$ cat config.mk
export PLATFORM = sky130hd
export DESIGN_NAME = branch_resolve_ctrl_flat
export DESIGN_NICKNAME = d
export VERILOG_FILES = /design/src/rtl/branch_resolve_ctrl_if.sv /design/src/rtl/branch_resolve_ctrl.sv /design/src/flat_wrapper.sv
export SDC_FILE = /design/constraint.sdc
export NUM_CORES = 1
export LEC_CHECK = 0
export ABC_AREA = 1
export CAP_MARGIN = 0
export CORE_ASPECT_RATIO = 1.2
export CORE_MARGIN = 8
export CORE_UTILIZATION = 30
export DETAILED_ROUTE_END_ITERATION = 8
export GPL_ROUTABILITY_DRIVEN = 0
export PLACE_DENSITY = 0.62
export SKIP_CTS_REPAIR_TIMING = 1
export SLEW_MARGIN = 20
export SYNTH_ARGS = -nofsm -noshare
export SYNTH_HDL_FRONTEND = slang
export SYNTH_SLANG_ARGS = --single-unit
$ cat constraint.sdc
create_clock -name clk -period 12.1 [get_ports clk]
set_clock_uncertainty 0.2 [all_clocks]
set_input_delay 2.42 -clock clk [delete_from_list [all_inputs] [get_ports clk]]
set_output_delay 2.42 -clock clk [all_outputs]
set_load 0.05 [all_outputs]
$ cat src/rtl/branch_resolve_ctrl_if.sv
// ============================================================================
// Module      : branch_resolve_ctrl_if
// Description : EX-resolution, redirect and predictor-update bundle for
//               branch_resolve_ctrl.
// Revision    : 1.0 - initial release
// ============================================================================
`default_nettype none

interface branch_resolve_ctrl_if #(
    parameter int CNT_W = 32
);
    logic             ex_valid;
    logic             ex_is_ctrl;
    logic [31:0]      ex_pc;
    logic             ex_pred_taken;
    logic [31:0]      ex_pred_next_pc;
    logic             ex_actual_taken;
    logic [31:0]      ex_actual_next_pc;
    logic             upd_ready;
    logic             flush;
    logic [31:0]      redirect_pc;
    logic             upd_valid;
    logic [31:0]      pc_for_update;
    logic [31:0]      update_next_pc;
    logic             update_taken;
    logic             fifo_full;
    logic [CNT_W-1:0] mispredict_cnt;
    logic [CNT_W-1:0] branch_cnt;
    logic [CNT_W-1:0] drop_cnt;

    // Pipeline / predictor side
    modport master (
        output ex_valid, ex_is_ctrl, ex_pc, ex_pred_taken, ex_pred_next_pc,
               ex_actual_taken, ex_actual_next_pc, upd_ready,
        input  flush, redirect_pc, upd_valid, pc_for_update, update_next_pc,
               update_taken, fifo_full, mispredict_cnt, branch_cnt, drop_cnt
    );

    // Controller side
    modport slave (
        input  ex_valid, ex_is_ctrl, ex_pc, ex_pred_taken, ex_pred_next_pc,
               ex_actual_taken, ex_actual_next_pc, upd_ready,
        output flush, redirect_pc, upd_valid, pc_for_update, update_next_pc,
               update_taken, fifo_full, mispredict_cnt, branch_cnt, drop_cnt
    );
endinterface

`default_nettype wire

$ cat src/rtl/branch_resolve_ctrl.sv
// ============================================================================
// Module      : branch_resolve_ctrl
// Description : EX-stage branch resolution, one-cycle flush/redirect with a
//               wrong-path shadow window, and a predictor training queue.
//               Optional perf counters: `define BRANCH_RESOLVE_PERF_CNT_EN.
// Revision    : 1.0 - initial release
// ============================================================================
`default_nettype none

module branch_resolve_ctrl #(
    parameter int FIFO_DEPTH    = 4,
    parameter int SHADOW_CYCLES = 2,
    parameter int CNT_W         = 32
) (
    input  logic                 clk,
    input  logic                 reset,
    branch_resolve_ctrl_if.slave bus
);

    localparam int c_PTR_W = $clog2(FIFO_DEPTH);
    localparam int c_SH_W  = (SHADOW_CYCLES < 2) ? 1 : $clog2(SHADOW_CYCLES + 1);

    localparam logic [c_PTR_W:0]  c_FULL_CNT = (c_PTR_W + 1)'(FIFO_DEPTH);
    localparam logic [c_SH_W-1:0] c_SH_LOAD  = c_SH_W'(SHADOW_CYCLES);

    localparam logic [1:0] c_ST_IDLE   = 2'd0;
    localparam logic [1:0] c_ST_FLUSH  = 2'd1;
    localparam logic [1:0] c_ST_SHADOW = 2'd2;

    logic [1:0]          r_state;
    logic [c_SH_W-1:0]   r_shadow_cnt;
    logic [31:0]         r_redirect_pc;

    logic [31:0]         r_mem_pc  [FIFO_DEPTH];
    logic [31:0]         r_mem_npc [FIFO_DEPTH];
    logic                r_mem_tk  [FIFO_DEPTH];
    logic [c_PTR_W-1:0]  r_wr_ptr;
    logic [c_PTR_W-1:0]  r_rd_ptr;
    logic [c_PTR_W:0]    r_count;

    logic w_res;
    logic w_mis;
    logic w_empty;
    logic w_full;
    logic w_pop;
    logic w_push;

    assign w_res = bus.ex_valid & bus.ex_is_ctrl & (r_state == c_ST_IDLE);
    assign w_mis = w_res & ((bus.ex_pred_taken != bus.ex_actual_taken) |
                            (bus.ex_actual_taken &
                             (bus.ex_pred_next_pc != bus.ex_actual_next_pc)));

    assign w_empty = (r_count == '0);
    assign w_full  = (r_count == c_FULL_CNT);
    assign w_pop   = ~w_empty & bus.upd_ready;
    // A pop in the same cycle frees the slot, so a full queue still accepts.
    assign w_push  = w_res & (~w_full | w_pop);

    // ------------------------------------------------------------------
    // Recovery sequencer
    // ------------------------------------------------------------------
    always_ff @(posedge clk) begin
        if (reset) begin
            r_state       <= c_ST_IDLE;
            r_shadow_cnt  <= '0;
            r_redirect_pc <= '0;
        end else begin
            case (r_state)
                c_ST_IDLE: begin
                    if (w_mis) begin
                        r_redirect_pc <= bus.ex_actual_next_pc;
                        r_state       <= c_ST_FLUSH;
                    end
                end
                c_ST_FLUSH: begin
                    r_shadow_cnt <= c_SH_LOAD;
                    r_state      <= (SHADOW_CYCLES == 0) ? c_ST_IDLE : c_ST_SHADOW;
                end
                c_ST_SHADOW: begin
                    r_shadow_cnt <= r_shadow_cnt - 1'b1;
                    if (r_shadow_cnt <= c_SH_W'(1)) begin
                        r_state <= c_ST_IDLE;
                    end
                end
                default: begin
                    r_state <= c_ST_IDLE;
                end
            endcase
        end
    end

    assign bus.flush       = (r_state == c_ST_FLUSH);
    assign bus.redirect_pc = r_redirect_pc;

    // ------------------------------------------------------------------
    // Training queue; storage is cleared so the head never shows X.
    // ------------------------------------------------------------------
    always_ff @(posedge clk) begin
        if (reset) begin
            r_wr_ptr <= '0;
            r_rd_ptr <= '0;
            r_count  <= '0;
            for (int i = 0; i < FIFO_DEPTH; i++) begin
                r_mem_pc[i]  <= '0;
                r_mem_npc[i] <= '0;
                r_mem_tk[i]  <= 1'b0;
            end
        end else begin
            if (w_push) begin
                r_mem_pc[r_wr_ptr]  <= bus.ex_pc;
                r_mem_npc[r_wr_ptr] <= bus.ex_actual_next_pc;
                r_mem_tk[r_wr_ptr]  <= bus.ex_actual_taken;
                r_wr_ptr            <= r_wr_ptr + 1'b1;
            end
            if (w_pop) begin
                r_rd_ptr <= r_rd_ptr + 1'b1;
            end
            case ({w_push, w_pop})
                2'b10:   r_count <= r_count + 1'b1;
                2'b01:   r_count <= r_count - 1'b1;
                default: r_count <= r_count;
            endcase
        end
    end

    assign bus.upd_valid      = ~w_empty;
    assign bus.pc_for_update  = r_mem_pc[r_rd_ptr];
    assign bus.update_next_pc = r_mem_npc[r_rd_ptr];
    assign bus.update_taken   = r_mem_tk[r_rd_ptr];
    assign bus.fifo_full      = w_full;

    // ------------------------------------------------------------------
    // Performance counters
    // ------------------------------------------------------------------
`ifdef BRANCH_RESOLVE_PERF_CNT_EN
    logic             w_drop;
    logic [CNT_W-1:0] r_mis_cnt;
    logic [CNT_W-1:0] r_br_cnt;
    logic [CNT_W-1:0] r_drop_cnt;

    assign w_drop = w_res & ~w_push;

    always_ff @(posedge clk) begin
        if (reset) begin
            r_mis_cnt  <= '0;
            r_br_cnt   <= '0;
            r_drop_cnt <= '0;
        end else begin
            if (w_mis) begin
                r_mis_cnt <= r_mis_cnt + 1'b1;
            end
            if (w_res) begin
                r_br_cnt <= r_br_cnt + 1'b1;
            end
            if (w_drop) begin
                r_drop_cnt <= r_drop_cnt + 1'b1;
            end
        end
    end

    assign bus.mispredict_cnt = r_mis_cnt;
    assign bus.branch_cnt     = r_br_cnt;
    assign bus.drop_cnt       = r_drop_cnt;
`else
    assign bus.mispredict_cnt = '0;
    assign bus.branch_cnt     = '0;
    assign bus.drop_cnt       = '0;
`endif

endmodule

`default_nettype wire

$ cat src/flat_wrapper.sv
// flat-port wrapper written by rule: the top's interface ports become plain ports
module branch_resolve_ctrl_flat 
#(
    parameter int FIFO_DEPTH    = 4,
    parameter int SHADOW_CYCLES = 2,
    parameter int CNT_W         = 32
)
  (clk, reset, bus_ex_valid, bus_ex_is_ctrl, bus_ex_pc, bus_ex_pred_taken, bus_ex_pred_next_pc, bus_ex_actual_taken, bus_ex_actual_next_pc, bus_upd_ready, bus_flush, bus_redirect_pc, bus_upd_valid, bus_pc_for_update, bus_update_next_pc, bus_update_taken, bus_fifo_full, bus_mispredict_cnt, bus_branch_cnt, bus_drop_cnt);
  branch_resolve_ctrl_if #(.CNT_W(CNT_W)) bus_i ();
  input  logic clk;
  input  logic reset;
  input wire logic [$bits(bus_i.ex_valid)-1:0] bus_ex_valid;
  input wire logic [$bits(bus_i.ex_is_ctrl)-1:0] bus_ex_is_ctrl;
  input wire logic [$bits(bus_i.ex_pc)-1:0] bus_ex_pc;
  input wire logic [$bits(bus_i.ex_pred_taken)-1:0] bus_ex_pred_taken;
  input wire logic [$bits(bus_i.ex_pred_next_pc)-1:0] bus_ex_pred_next_pc;
  input wire logic [$bits(bus_i.ex_actual_taken)-1:0] bus_ex_actual_taken;
  input wire logic [$bits(bus_i.ex_actual_next_pc)-1:0] bus_ex_actual_next_pc;
  input wire logic [$bits(bus_i.upd_ready)-1:0] bus_upd_ready;
  output wire logic [$bits(bus_i.flush)-1:0] bus_flush;
  output wire logic [$bits(bus_i.redirect_pc)-1:0] bus_redirect_pc;
  output wire logic [$bits(bus_i.upd_valid)-1:0] bus_upd_valid;
  output wire logic [$bits(bus_i.pc_for_update)-1:0] bus_pc_for_update;
  output wire logic [$bits(bus_i.update_next_pc)-1:0] bus_update_next_pc;
  output wire logic [$bits(bus_i.update_taken)-1:0] bus_update_taken;
  output wire logic [$bits(bus_i.fifo_full)-1:0] bus_fifo_full;
  output wire logic [$bits(bus_i.mispredict_cnt)-1:0] bus_mispredict_cnt;
  output wire logic [$bits(bus_i.branch_cnt)-1:0] bus_branch_cnt;
  output wire logic [$bits(bus_i.drop_cnt)-1:0] bus_drop_cnt;
  assign bus_i.ex_valid = bus_ex_valid;
  assign bus_i.ex_is_ctrl = bus_ex_is_ctrl;
  assign bus_i.ex_pc = bus_ex_pc;
  assign bus_i.ex_pred_taken = bus_ex_pred_taken;
  assign bus_i.ex_pred_next_pc = bus_ex_pred_next_pc;
  assign bus_i.ex_actual_taken = bus_ex_actual_taken;
  assign bus_i.ex_actual_next_pc = bus_ex_actual_next_pc;
  assign bus_i.upd_ready = bus_upd_ready;
  assign bus_flush = bus_i.flush;
  assign bus_redirect_pc = bus_i.redirect_pc;
  assign bus_upd_valid = bus_i.upd_valid;
  assign bus_pc_for_update = bus_i.pc_for_update;
  assign bus_update_next_pc = bus_i.update_next_pc;
  assign bus_update_taken = bus_i.update_taken;
  assign bus_fifo_full = bus_i.fifo_full;
  assign bus_mispredict_cnt = bus_i.mispredict_cnt;
  assign bus_branch_cnt = bus_i.branch_cnt;
  assign bus_drop_cnt = bus_i.drop_cnt;
  branch_resolve_ctrl #(.FIFO_DEPTH(FIFO_DEPTH), .SHADOW_CYCLES(SHADOW_CYCLES), .CNT_W(CNT_W)) u_core (.clk(clk), .reset(reset), .bus(bus_i));
endmodule
Word level (Yosys, flattened, before mapping)
Memory sizes are Yosys's and may differ from the RTL's. A register that Yosys moved wholly into a read port is not among the register bits.
Index checks and enable logic that the tools add are counted.
{"block": "totals", "register_bits": 43, "mem_bits_rw": 260, "input_bits": 103, "output_inout_bits": 196, "word_cells": 68, "n_memories": 3}
{"memory": "u_core.r_mem_npc", "words": 4, "width": 32, "rd": 1, "rd_clocked_by_memory_dff": 1, "wr": 4, "line": "branch_resolve_ctrl.sv:35", "text": "logic [31:0] r_mem_npc [FIFO_DEPTH];"}
{"memory": "u_core.r_mem_pc", "words": 4, "width": 32, "rd": 1, "rd_clocked_by_memory_dff": 1, "wr": 4, "line": "branch_resolve_ctrl.sv:34", "text": "logic [31:0] r_mem_pc [FIFO_DEPTH];"}
{"memory": "u_core.r_mem_tk", "words": 4, "width": 1, "rd": 1, "rd_clocked_by_memory_dff": 1, "wr": 4, "line": "branch_resolve_ctrl.sv:36", "text": "logic r_mem_tk [FIFO_DEPTH];"}
{"block": "classes", "addsub": 5, "magnitude_cmp": 1, "n_eq_ne": 9, "n_mux": 25, "n_bitwise": 10, "n_reduce_logical": 9}
{"cell": "2-to-1 mux 32 bit", "n": 2}
{"cell": "OR reduction 32 bit", "n": 2}
{"cell": "inequality test 32 bit", "n": 1}
{"cell": "2-to-1 mux 2 bit", "n": 11}
{"cell": "2-to-1 mux 1 bit", "n": 9}
{"cell": "bitwise AND 1 bit", "n": 6}
{"cell": "case mux 2 bit (3 select lines)", "n": 1}
{"cell": "case mux 3 bit (2 select lines)", "n": 1}
{"cell": "adder 2 x 1 -> 2 bit, second input constant", "n": 2}
{"cell": "equality test 2 x 1 -> 1 bit, second input constant", "n": 2}
{"cell": "equality test 2 bit, second input constant", "n": 2}
{"cell": "inequality test 2 x 1 -> 1 bit, second input constant", "n": 2}
{"cell": "case mux 2 bit (2 select lines)", "n": 1}
{"cell": "AND reduction 2 bit", "n": 2}
{"cell": "nonzero test 2 bit", "n": 2}
{"cell": "adder 3 x 1 -> 3 bit, second input constant", "n": 1}
{"cell": "equality test 3 bit, second input constant", "n": 1}
{"cell": "zero test 3 bit", "n": 1}
{"cell": "subtractor 3 x 1 -> 3 bit, second input constant", "n": 1}
{"cell": "<= comparator 2 x 1 -> 1 bit, second input constant", "n": 1}
{"cell": "zero test 2 bit", "n": 1}
{"cell": "inverter 1 bit", "n": 2}
{"cell": "bitwise OR 1 bit", "n": 2}
{"cell": "subtractor 2 x 1 -> 2 bit, second input constant", "n": 1}
{"cell": "2 further kinds", "n": 2}

Longest topological paths before layout
Gate-level depths: netlist of run 1.
{"block": "depth", "depth_word": 10, "depth_mapped": 14, "ltp_nobuf": 14}

Worst setup path after synthesis of run 1
OpenSTA, ideal clock, no wires.
{"block": "synth_path", "path_type": "in2reg", "from": "input bus_ex_valid", "to": "memory u_core.r_mem_npc[3][0] (enable)", "setup_ns": 0.584, "arrival_ns": 7.544, "t_required_ns": 11.316, "setup_slack_ns": 3.772, "stages": 3, "path_buffers": 0, "path_cell_list": "nand3_1 -> a21o_4 -> o31ai_1"}
{"item": "start: declaration", "line": "flat_wrapper.sv:12", "text": "input wire logic [$bits(bus_i.ex_valid)-1:0] bus_ex_valid;"}
{"item": "end: declaration", "line": "branch_resolve_ctrl.sv:35"}

==> flow_metrics.py, run 1 <==
metrics = {
    "run_status": {
        "status": "completed",
    },
    "placed_design": {
        "place_hpwl_um": 25000,
        "port_buffers": 202,
        "post-place-ws_ps": 6150,
        "place_inst": 2257,
        "placed_area_um2": 17000,
    },
    "drt": {
        "vias": 10369,
        "drtPass1Iterations": 4,
        "drt-initial-drc-count": 480,
        "drc": 0,
        "wire_per_inst_um": 17.4,
        "vias_per_cell": 4.47,
        "ant_nets": 0,
        "wl_um": 40300,
    },
    "clocking": {
        "root_buffer": "clkbuf_16",
        "clock_path_buffers": 3,
        "cts_tree": "yes",
        "clkTransAtPathRegs_ps": 60,
        "cts_buffers": 35,
        "clk_latency_ps": 540,
        "cts.sinks": 305,
        "h-tree-depth": 2,
    },
    "synth": {
        "synth_top_family_by_area": "simple AND/OR/NAND/NOR gates",
        "syn_area_per_cell_um2": 9.97,
        "yosysSeqAreaShare_pct": 58.7,
        "syn_inst": 1488,
        "synthSimpleGateAreaFrac_pct": 18.3,
        "synth-xor-area-share_pct": 0.531,
        "synth-compound-area-share_pct": 9.48,
        "yosys-mux-area-fraction_pct": 0,
        "ys_ff_latch": 305,
        "synth_area_um2": 14800,
        "yosys_warnings": 0,
        "yosysUniqueCellTypes": 34,
        "synthAdderAreaFrac_pct": 0.641,
    },
    "finish": {
        "finalNonFillerCells": 2321,
        "most-common-layout-cells": "nor2_1 (374), edfxtp_1 (260), clkdlybuf4s50_1 (202)",
        "final_net_count": 1767,
        "final_common_cell": "nor2_1",
        "drive_above_1_share_pct": 14.1,
        "syn2layout_area_growth_pct": 22.1,
        "fin_area_um2": 18100,
    },
    "worst_setup_path": {
        "cp_max_fo": 66,
        "required_ps": 9480,
        "crit_family": "buffers and inverters",
        "crit_slowest_cell": "clkdlybuf4s50_1",
        "setup.worst_path.end_class": "output pin",
        "critical_path_class": "reg2out",
        "cp-start-kind": "flip-flop",
        "rrSetupSlack_ps": 8380,
        "max_stage_delay_ps": 870,
        "path_buf_inv": 3,
        "path_cells": "inv_4 -> buf_4 -> o21ai_0 -> o22ai_1 -> clkdlybuf4s50_1",
        "critical_path_arrival_ps": 3630,
    },
    "timing": {
        "setup_viol_count_final": 0,
        "post-route-min-period_ps": 6250,
        "timing.final.ws_setup_ps": 5850,
        "hold_viol": 0,
        "rsz0062_at_grt": "false",
        "fin_setup_tns_ps": 0,
        "fin_crit_sh_pct": 51.6,
        "report.final.slew_viol_count": 0,
        "hold_ws_ps": 255,
        "relSlewSlack_pct": 26.3,
        "fmax_ghz": 0.160,
        "worst_pin_slew_ps": 1110,
    },
    "power": {
        "ir_drop_mv": 0.103,
        "power.density_nw_per_um2": 209,
        "leakagePower_uw": 0.00680,
    },
    "min_path": {
        "hp-class": "reg2reg",
    },
    "global_routing": {
        "grt_pass1_vias": 10644,
        "track_usage_pct": 13.9,
        "overflow": 0,
        "grt_pass1_wl_um": 61300,
        "grt_max_degree": 83,
        "antenna_found_initial": 1,
    },
    "floorplan": {
        "dieWidth_um": 219,
        "fp.dieH_um": 260,
        "core_area_um2": 49000,
        "initial_utilization_pct": 30.3,
        "rows": 89,
        "io_pins": 299,
        "floorplan.die_area_um2": 56900,
    },
    "job": {
        "cap_violations": 0,
    },
}
==> cells in the mapped netlist <==
master	number	area, µm²
o31ai_1	1	7.51
a211oi_1	1	7.51
a21oi_1	10	50.1
nand2_2	3	18.8
nand3_1	5	25.0
ha_1	6	75.1
clkbuf_1	55	206
nand2_1	69	259
buf_4	96	721
nor3_1	9	45.0
inv_2	60	225
a31oi_1	1	6.26
nor2_8	3	60.1
buf_1	2	7.51
nor2_2	40	250
o22ai_1	67	419
buf_2	12	60.1
o21ai_0	177	886
conb_1	1	3.75
xor2_1	5	43.8
nand3b_1	1	7.51
buf_6	1	11.3
buf_12	7	140
a21o_4	1	15.0
xnor2_1	4	35.0
buf_8	4	60.1
nor2_4	56	631
nand3_2	1	10.0
nor2_1	374	1400
edfxtp_1	260	7810
inv_1	108	405
o21bai_1	2	15.0
dfxtp_1	45	901
fa_1	1	20.0
==> area by class of cell <==
cell class / instances / area (µm²)
Antenna cell: 1 / 2.50
Timing Repair Buffer: 214 / 2120
Tap cell: 637 / 797
Clock inverter: 19 / 208
Clock buffer: 44 / 951
Multi-Input combinational cell: 933 / 4700
Inverter: 168 / 638
Fill cell: 4832 / 30900
Sequential cell: 305 / 8710
==> kinds of logic after synthesis <==
| logic type | count (synthesis) |
|---|---|
| compound gates | 260 |
| xor+xnor | 9 |
| fa+ha+maj | 7 |
| buf+inv | 345 |
| flops | 305 |
| other cells | 1 |
| simple gates | 561 |
==> per-stage QoR <==
step	power, µW	utilization (%)
after floorplan	2310	-
after global placement	2740	34.6
after detailed placement	2760	34.6
after CTS	3840	37.0
after global routing	3960	37.0
final	3780	37.0
==> layer usage <==
metal  track usage, %  up-vias  part of all wire (%)
li1                 -     5046                     -
met1             16.1     4964                    40
met2             24.8      311                    50
met3             3.15       48                   7.3
met4             5.08        0                   2.5
met5                0        -                     0
==> worst reg2reg max path, cell delays in order (launching register included) <==
cell	delay, ps
dfxtp_1	360
inv_1	90
ha_1	240
nand3_1	130
a21o_4	190
nor2_4	60
inv_6	640
nor2_2	120
nand2_4	440
nand2_4	690
==> path summary, 6_finish.rpt <==
path / startpoint / end / depth (start not counted)
setup / recovery: flip-flop / bus_pc_for_update[7] / 5
hold / removal: u_core.r_rd_ptr[1] / flip-flop / 2
setup reg to reg: u_core.r_state[0] / u_core.r_mem_pc[0][9] / 9
hold reg to reg: u_core.r_rd_ptr[1] / flip-flop / 2
==> flip-flops by register name, summed over array words and instances, names as in the netlist, named ones only <==
name,count
u_core.r_state,2
u_core.r_mem_npc,128
u_core.r_rd_ptr,2
u_core.r_mem_pc,128
u_core.r_count,3
u_core.r_wr_ptr,2
u_core.bus.redirect_pc,32
u_core.r_shadow_cnt,2
u_core.r_mem_tk,4
==> report_power, final <==
part,total [µW],internal [µW],switching [µW]
clock network,1070,644,427
registers,1290,1240,50.5
logic,1420,392,1030
(Power assumes the default switching activity.)
==> run 2, diff against run 1 <==
Clock period 12.1 ns to 6.1 ns, I/O delays scaled along.
==> run 2 against run 1 <==
Net effect: sequential power rose by 100%; worst hold slack improved by 3.3 ps; clock power rose by 100%; final cell count rose by 0.22%; non-clock buffer count rose by 3; largest cell class unchanged; global-route usage rose by 0.23 points; die area did not move; first-iteration DRC count fell by 1.9%; total power rose by 100%; design area rose by 0.61%.
==> flow_metrics.py, run 2 (same netlist as run 1, synthesis figures left out) <==
metrics = {
    "timing": {
        "setup_viol_count_final": 0,
        "timing.final.ws_setup_ps": 1180,
        "fmax_ghz": 0.203,
        "report.final.slew_viol_count": 0,
        "rsz0062_at_grt": "false",
        "fin_crit_sh_pct": 80.7,
        "post-route-min-period_ps": 4920,
        "relSlewSlack_pct": 33.9,
        "worst_pin_slew_ps": 992,
        "hold_viol": 0,
        "fin_setup_tns_ps": 0,
    },
    "clocking": {
        "clock_path_buffers": 3,
        "h-tree-depth": 2,
        "cts_buffers": 36,
        "root_buffer": "clkbuf_16",
        "clk_latency_ps": 540,
        "cts_tree": "yes",
        "cts.sinks": 305,
        "clkTransAtPathRegs_ps": 60,
    },
    "floorplan": {
        "core_area_um2": 49000,
        "initial_utilization_pct": 30.3,
        "floorplan.die_area_um2": 56900,
        "dieWidth_um": 219,
        "io_pins": 299,
        "fp.dieH_um": 260,
        "rows": 89,
    },
    "worst_setup_path": {
        "critical_path_class": "reg2out",
        "rrSetupSlack_ps": 2930,
        "cp-start-kind": "flip-flop",
        "cp_max_fo": 78,
        "critical_path_arrival_ps": 3500,
        "required_ps": 4680,
        "setup.worst_path.end_class": "output pin",
    },
    "drt": {
        "vias": 10543,
        "drtPass1Iterations": 5,
        "drc": 0,
        "vias_per_cell": 4.53,
        "ant_nets": 0,
        "wire_per_inst_um": 17.8,
        "wl_um": 41300,
        "drt-initial-drc-count": 471,
    },
    "global_routing": {
        "overflow": 0,
        "grt_pass1_wl_um": 62200,
        "track_usage_pct": 14.2,
        "grt_max_degree": 79,
        "antenna_found_initial": 0,
        "grt_pass1_vias": 10845,
    },
    "power": {
        "ir_drop_mv": 0.214,
        "power.density_nw_per_um2": 416,
        "leakagePower_uw": 0.00685,
    },
    "placed_design": {
        "place_inst": 2259,
        "post-place-ws_ps": 1550,
        "place_hpwl_um": 25400,
        "port_buffers": 202,
    },
    "finish": {
        "syn2layout_area_growth_pct": 22.9,
        "most-common-layout-cells": "nor2_1 (374), edfxtp_1 (260), clkdlybuf4s50_1 (202)",
        "final_net_count": 1771,
        "final_common_cell": "nor2_1",
        "finalNonFillerCells": 2326,
        "drive_above_1_share_pct": 14.4,
        "diodes": 0,
    },
    "job": {
        "cap_violations": 0,
    },
    "min_path": {
        "hp-class": "reg2reg",
    },
    "run_status": {
        "status": "completed",
    },
}
run 2: worst paths after layout:
path / start / to / cells after the start
worst max-delay path: flip-flop / bus_pc_for_update[27] / 4
worst min-delay path: u_core.r_rd_ptr[1] / flip-flop / 2
worst max register to register: u_core.r_state[0] / u_core.r_mem_pc[0][9] / 9
worst min register to register: u_core.r_rd_ptr[1] / flip-flop / 2
run 2: power breakdown:
part           internal [µW]  switching (µW)  total (µW)
sequential              2460             125        2580
combinational            790            2030        2820
clock                   1320             876        2190
run 2: through the flow:
step	total power, µW	utilization [%]	hold slack, ps	area [µm²]
floorplan	4580	-	236	15200
global placement	5450	34.7	247	17000
detailed placement	5490	34.7	252	17000
CTS	7710	37.1	261	18200
global route	7950	37.2	276	18200
finish	7590	37.2	258	18200
run 2: routing by layer:
metal | track usage [%] | part of all wire, % | vias to the layer above
met4 | 4.25 | 2.2 | 0
met3 | 3.58 | 8.0 | 56
met5 | 0 | 0 | -
met2 | 25.2 | 50 | 349
li1 | - | - | 5058
met1 | 16.5 | 40 | 5080
run 2: final cells by class:
class / count / area, µm²
Timing Repair Buffer: 217 / 2170
Clock inverter: 20 / 225
Sequential cell: 305 / 8710
Tap cell: 637 / 797
Inverter: 168 / 638
Multi-Input combinational cell: 933 / 4710
Clock buffer: 46 / 980
Fill cell: 4791 / 30800
run 2: critical path, stage by stage, from the launching register on:
cell,delay [ps]
dfxtp_4,890
buf_4,610
o21ai_0,190
o22ai_1,340
clkdlybuf4s50_1,880
==> run 3, diff against run 2 <==
Clock period 6.1 ns to 4.8 ns, I/O delays scaled along.
==> run 3 against run 2 <==
Net effect: setup slack got worse by 760 ps; die area unchanged; non-clock buffer count increased by 5; critical path depth unchanged; utilization decreased by 0.069 points; global-route usage decreased by 0.57 points; clock power increased by 20%; design area decreased by 0.18%; via count decreased by 1.5%; sequential cell count unchanged; largest cell class unchanged; largest power group unchanged.
==> flow_metrics.py, run 3 (same netlist as run 1, synthesis figures left out) <==
metrics = {
    "run_status": {
        "status": "completed",
    },
    "drt": {
        "vias_per_cell": 4.46,
        "wire_per_inst_um": 17.1,
        "drc": 0,
        "vias": 10381,
        "drtPass1Iterations": 5,
        "drt-initial-drc-count": 475,
        "ant_nets": 0,
        "wl_um": 39700,
    },
    "worst_setup_path": {
        "rr_worst_depth": 10,
        "max_stage_delay_ps": 910,
        "setup.worst_path.end_class": "output pin",
        "critical_path_class": "reg2out",
        "crit_family": "buffers and inverters",
        "required_ps": 3640,
        "path_buf_inv": 2,
        "cp-endpoint": "bus_update_next_pc[18]",
        "critical_path_arrival_ps": 3230,
        "rrSetupSlack_ps": 2090,
        "cp-start-kind": "flip-flop",
        "cp_max_fo": 63,
        "path_cells": "buf_4 -> o21ai_0 -> o22ai_1 -> clkdlybuf4s50_1",
        "crit_slowest_cell": "clkdlybuf4s50_1",
        "r2r-end": "u_core.r_mem_npc[0][3]",
        "crit_cells": 4,
        "worstReg2RegStart": "u_core.r_state[0]",
    },
    "floorplan": {
        "rows": 89,
        "core_area_um2": 49000,
        "floorplan.die_area_um2": 56900,
        "fp.dieH_um": 260,
        "initial_utilization_pct": 30.3,
        "io_pins": 299,
        "dieWidth_um": 219,
    },
    "power": {
        "swShare_pct": 40.4,
        "seq_power_share_pct": 34.6,
        "power.density_nw_per_um2": 521,
        "ir_drop_mv": 0.330,
        "comb_power_share_pct": 37.7,
        "clkPwrFrac_pct": 27.7,
        "p_switching_uw": 3830,
        "leakagePower_uw": 0.00684,
        "power.internal_uw": 5650,
    },
    "finish": {
        "postLayoutCoreUtil_pct": 37.2,
        "most-common-layout-cells": "nor2_1 (374), edfxtp_1 (260), clkdlybuf4s50_1 (201)",
        "drive_above_1_share_pct": 14.9,
        "multi_input_area_um2": 4700,
        "fillerInstances": 4844,
        "syn2layout_area_growth_pct": 22.7,
        "final_net_count": 1774,
        "register_area_um2": 8710,
        "final_common_cell": "nor2_1",
        "diodes": 0,
        "finalNonFillerCells": 2325,
    },
    "global_routing": {
        "track_usage_pct": 13.6,
        "grt_pass1_wl_um": 60200,
        "grt_max_degree": 77,
        "grt_pass1_vias": 10556,
        "antenna_found_initial": 0,
        "overflow": 0,
    },
    "timing": {
        "hold_ws_ps": 266,
        "worst_pin_slew_ps": 903,
        "rsz0062_at_grt": "false",
        "report.final.slew_viol_count": 0,
        "fmax_ghz": 0.228,
        "fin_crit_sh_pct": 91.4,
        "hold_viol": 0,
        "relSlewSlack_pct": 39.8,
        "post-route-min-period_ps": 4390,
        "setup_viol_count_final": 0,
    },
    "job": {
        "cap_violations": 0,
    },
    "clocking": {
        "cts.sinks": 305,
        "clk_latency_ps": 540,
        "clkTransAtPathRegs_ps": 60,
        "h-tree-depth": 2,
        "cts_tree": "yes",
        "cts_buffers": 34,
        "clock_path_buffers": 3,
        "root_buffer": "clkbuf_16",
    },
    "placed_design": {
        "port_buffers": 202,
        "place_inst": 2265,
        "place_hpwl_um": 25100,
    },
    "min_path": {
        "hold_path_depth": 1,
        "hp-class": "reg2reg",
    },
}
run 3: power groups by stage:
stage | logic (µW) | clock network [µW] | registers [µW]
4_1_cts | 3630 | 2710 | 3280
3_5_place_dp | 3610 | 0 | 3340
6_report | 3570 | 2630 | 3280
3_3_place_gp | 3580 | 0 | 3320
5_1_grt | 3820 | 2790 | 3310
2_1_floorplan | 2440 | 0 | 3380
run 3: worst register-to-register path, delay by kind of cell, from the launching register on:
kind | cells | cell delay [ps]
and+or+nand+nor | 5 | 840
buffers and inverters | 3 | 510
DFF | 1 | 330
AOI/OAI and AO/OA | 1 | 260
adders and majority gates | 1 | 200
run 3: per-layer routing:
| metal | up-vias | routed length [µm] | track usage, % |
|---|---|---|---|
| met3 | 43 | 3190 | 3.72 |
| met5 | - | 0 | 0 |
| li1 | 5048 | - | - |
| met4 | 0 | 828 | 4.14 |
| met2 | 322 | 19800 | 24.1 |
| met1 | 4968 | 15800 | 15.8 |
run 3: final cells by class:
class	instances	share of cell area, %
clock buffers	37	4.85
clock inverters	23	1.21
inverters	168	3.52
multi-input cells	933	25.8
flip-flops and latches	305	47.9
well taps	637	4.38
repair buffers	222	12.4
run 3: stage by stage:
stage	worst slack (ps)	area (µm²)	setup TNS (ps)	power (µW)
after global placement	949	17100	0	6900
after detailed placement	883	17100	0	6950
final	415	18200	0	9480
after CTS	289	18200	0	9620
after floorplan	-75.5	15200	-11500	5820
after global routing	151	18200	0	9920
run 3: how the worst min path moves through the flow:
stage | start | endpoint | slack, ps
2_1_floorplan | u_core.r_rd_ptr[1] | flip-flop | 240
3_3_place_gp | u_core.r_rd_ptr[0] | u_core.r_rd_ptr[0] | 260
3_5_place_dp | u_core.r_rd_ptr[1] | flip-flop | 260
4_1_cts | u_core.r_rd_ptr[0] | flip-flop | 270
5_1_grt | u_core.bus.redirect_pc[10] | u_core.bus.redirect_pc[10] | 310
6_report | u_core.r_rd_ptr[0] | flip-flop | 270
